--- src/rtl/sync_fifo.sv ---
// Single-clock FIFO with registered read data, occupancy count, almost flags
// and one-cycle overflow/underflow error pulses.
module sync_fifo #(
    parameter int WIDTH    = 32,
    parameter int DEPTH    = 16,
    parameter int AF_LEVEL = DEPTH - 2,
    parameter int AE_LEVEL = 2
) (
    input  logic                       clk,
    input  logic                       rst,
    input  logic                       push,
    input  logic                       pop,
    input  logic [WIDTH-1:0]           data_in,
    output logic [WIDTH-1:0]           data_out,
    output logic                       out_valid,
    output logic                       full,
    output logic                       empty,
    output logic                       almost_full,
    output logic                       almost_empty,
    output logic [$clog2(DEPTH):0]     count,
    output logic                       overflow,
    output logic                       underflow
);

    localparam int AW = $clog2(DEPTH);
    localparam int CW = AW + 1;

    logic [WIDTH-1:0] mem [DEPTH];
    logic [AW-1:0]    wr_ptr;
    logic [AW-1:0]    rd_ptr;
    logic             wr_en;
    logic             pop_acc;

    // Handshake: a pop is accepted whenever the FIFO holds a word; a push is
    // accepted unless full, and a same-cycle accepted pop frees the slot for it.
    // Accepted pops present the word on data_out with out_valid one cycle later.
    assign pop_acc = pop & ~empty;
    assign wr_en   = push & (~full | pop_acc);

    assign full         = (count == CW'(DEPTH));
    assign empty        = (count == '0);
    assign almost_full  = (count >= CW'(AF_LEVEL));
    assign almost_empty = (count <= CW'(AE_LEVEL));

    // Storage is never cleared; only the pointers and count define its contents.
    always_ff @(posedge clk) begin
        if (!rst && wr_en) begin
            mem[wr_ptr] <= data_in;
        end
    end

    always_ff @(posedge clk) begin
        if (rst) begin
            wr_ptr    <= '0;
            rd_ptr    <= '0;
            count     <= '0;
            data_out  <= '0;
            out_valid <= 1'b0;
            overflow  <= 1'b0;
            underflow <= 1'b0;
        end else begin
            out_valid <= pop_acc;
            overflow  <= push & full & ~pop_acc;
            underflow <= pop & empty;
            if (wr_en) begin
                wr_ptr <= wr_ptr + 1'b1;
            end
            if (pop_acc) begin
                data_out <= mem[rd_ptr];
                rd_ptr   <= rd_ptr + 1'b1;
            end
            case ({wr_en, pop_acc})
                2'b10:   count <= count + 1'b1;
                2'b01:   count <= count - 1'b1;
                default: count <= count;
            endcase
        end
    end

endmodule

--- config.mk ---
export PLATFORM = sky130hd
export DESIGN_NAME = sync_fifo
export DESIGN_NICKNAME = d
export VERILOG_FILES = /design/src/rtl/sync_fifo.sv
export SDC_FILE = /design/constraint.sdc
export NUM_CORES = 1
export LEC_CHECK = 0
export ABC_AREA = 1
export CAP_MARGIN = 20
export CORE_UTILIZATION = 50
export DETAILED_ROUTE_END_ITERATION = 8
export PLACE_DENSITY = 0.67
export SYNTH_ARGS = -nofsm -noshare
export SYNTH_HDL_FRONTEND = slang
export SYNTH_SLANG_ARGS = --single-unit
--- constraint.sdc ---
create_clock -name clk -period 6.83 [get_ports clk]
set_input_delay 1.366 -clock clk [delete_from_list [all_inputs] [get_ports clk]]
set_output_delay 1.366 -clock clk [all_outputs]
set_load 0.1 [all_outputs]
==> impl_metrics.tcl <==
set metrics [dict create \
    diodes 0 \
    clk_pin_slew_ns 0.06 \
    drcViolationCount 0 \
    gp_congestion 0.821 \
    clock_latency_ns 0.60 \
    postSynthCellCount 1676 \
    die_h_um 211 \
    dr.pass1.iters 7 \
    netlist_area_um2 21900 \
    finClkSkew_ns 0.0132 \
    worstHoldPathType "flop to flop" \
    htree_num_levels 2 \
    nFillCells 3456 \
    postLayoutCellArea_um2 25000 \
    hpwl_mm 27.7 \
    antenna_found_initial 0 \
    place_area_um2 23200 \
    grt_pass1_wl_mm 79.8 \
    holdWs_ns 0.535 \
    rows 76 \
    viasPerCell 5.82 \
    clock_path_buffers 3 \
    setup_violations 0 \
    max_cap_viol_count 0 \
    cts_resized 0 \
    dp.cells 2246 \
    grt_max_degree 139 \
    fp.dieW_um 211 \
    status "completed" \
    die-area_um2 44700 \
    ios 80 \
    crit_required_ns 5.46 \
    cts_hold_buf 0 \
    start_util 0.508 \
    cp_slowest_cell "clkdlybuf4s50_1" \
    finalCriticalPeriod_ns 3.97 \
    rsz0062_at_grt "false" \
    cts_tree "done" \
    setup_tns_ns 0 \
    io_buffers 79 \
    nets 1767 \
    ys_seq_area_frac 0.745 \
    powerDensity_nw_per_um2 350 \
    core_area_um2 43200 \
    track_usage 0.236 \
    fin_cells 2355 \
    postRouteWirelength_mm 51.8 \
    crit_type "flop to output port" \
    drive_gt1_frac 0.0751 \
    ir_drop_v 0.000223 \
    final_antenna_net_count 0 \
    clock-root-buffer "clkbuf_16" \
    ys.warnings.count 0 \
    tightest_slew_ns 1.08 \
    cp.arrival_ns 2.60 \
    start_kind "flop" \
    synth_seq_cells 560 \
    cts_buffers 54 \
    grt_use_met1 0.333 \
    vias 13700 \
    finalPower_mw 8.76 \
    fmax_ghz 0.252 \
    slew_headroom 0.280 \
    grt_pass1_vias 13400 \
    p_leak_nw 8.30 \
    hold_viol_final 0 \
    critPathCaptureType "output port" \
    worstPathCellList "nor2_2, nand2_1, nor3_2, clkdlybuf4s50_1" \
    critPathMaxFanout 7 \
    post-route-util 0.580 \
    grtUsageMet3 0.0289 \
    top_usage_layer "met2" \
    pre_cts_ws_ns 2.61 \
    fin_crit_sh 0.581 \
    drtIter0Drc 1370 \
    gr-usage-met2 0.389 \
    synthToLayoutAreaGrowth_pct 14.1 \
    post_drt_wl_per_cell_um 22.0 \
    max_stage_delay_ns 1.17 \
    syn_nets 1719 \
    avgSynthCellArea_um2 13.1 \
    fin_ws_ns 2.86 \
    cts_setup_buffers 0 \
    overflow 0 \
    cts_num_sinks 560 \
    maxSlewViolCount 0 \
    synth_cell_types 29 \
]
==> Yosys cell counts <==
master / count / area, um2
a21oi_1: 8 / 40.0
and3_1: 1 / 6.26
buf_1: 2 / 7.51
buf_2: 27 / 135
buf_4: 11 / 82.6
buf_6: 14 / 158
clkbuf_1: 61 / 229
clkinv_1: 1 / 3.75
dfxtp_1: 48 / 961
edfxtp_1: 512 / 15400
ha_1: 7 / 87.6
inv_1: 56 / 210
inv_2: 2 / 7.51
inv_4: 1 / 6.26
nand2_1: 125 / 469
nand2_2: 3 / 18.8
nand3_1: 72 / 360
nand3_2: 1 / 10.0
nand4_1: 4 / 25.0
nor2_1: 284 / 1070
nor2_2: 1 / 6.26
nor3_1: 2 / 10.0
nor3_2: 1 / 10.0
o211ai_1: 36 / 270
o21ai_0: 219 / 1100
o21ai_1: 46 / 230
o221ai_1: 93 / 815
o22ai_1: 35 / 219
xor2_1: 3 / 26.3
==> layout make-up <==
type	count	area [um2]	share of cell area
inverters	60	231	0.00924
repair buffers	107	1140	0.0457
clock inverters	32	221	0.00884
flip-flops and latches	560	16300	0.653
multi-input cells	941	4890	0.195
well taps	585	732	0.0292
clock buffers	70	1480	0.0589
==> routing by layer <==
| metal | part of all wire | wire length [um] |
|---|---|---|
| met1 | 0.43 | 22100 |
| met2 | 0.49 | 25200 |
| met5 | 0 | 0 |
| met4 | 0.019 | 1000 |
| met3 | 0.067 | 3480 |
==> critical path, delay by kind of cell, from the launching register on <==
family                 cells  cell delay [ns]
DFF                        1             0.40
and+or+nand+nor            3             0.43
buffers and inverters      1             1.17
==> where the power goes <==
group	total, mW	internal [mW]	switching [mW]	leakage (nW)
combinational	1.94	0.473	1.47	2.46
sequential	3.93	3.85	0.0869	5.01
clock	2.88	1.63	1.25	0.833
==> sequential cells by signal (all words and copies together) (netlist names) <==
register   flops
wr_ptr         4
underflow      1
mem          512
data_out      32
rd_ptr         4
overflow       1
count          5
out_valid      1
==> logic make-up (layout without fill, tap and decap cells) <==
| group | count (synthesis) | in the layout | share of synthesized area |
|---|---|---|---|
| flops | 560 | 560 | 0.745 |
| simple gates | 494 | 494 | 0.0903 |
| compound gates | 437 | 437 | 0.122 |
| buf+inv | 175 | 269 | 0.0383 |
| fa+ha+maj | 7 | 7 | 0.00399 |
| xor+xnor | 3 | 3 | 0.00120 |
==> cell usage in the layout (no fill, tap or decap), drive strengths merged <==
master	n
a21oi	8
and3	1
buf	28
bufinv	3
clkbuf	70
clkdlybuf4s50	79
clkinv	29
clkinvlp	1
dfxtp	48
edfxtp	512
ha	7
inv	59
nand2	128
nand3	73
nand4	4
nor2	285
nor3	3
o211ai	36
o21ai	265
o221ai	93
o22ai	35
xor2	3
==> final timing paths <==
kind	start	to	slack, ns	depth (start not counted)
max	count[1]	full	2.86	4
min	data_out[17]	data_out[17]	0.53	4
max reg2reg	rd_ptr[0]	data_out[4]	3.72	8
min reg2reg	data_out[17]	data_out[17]	0.53	4
(Power assumes the default switching activity.)
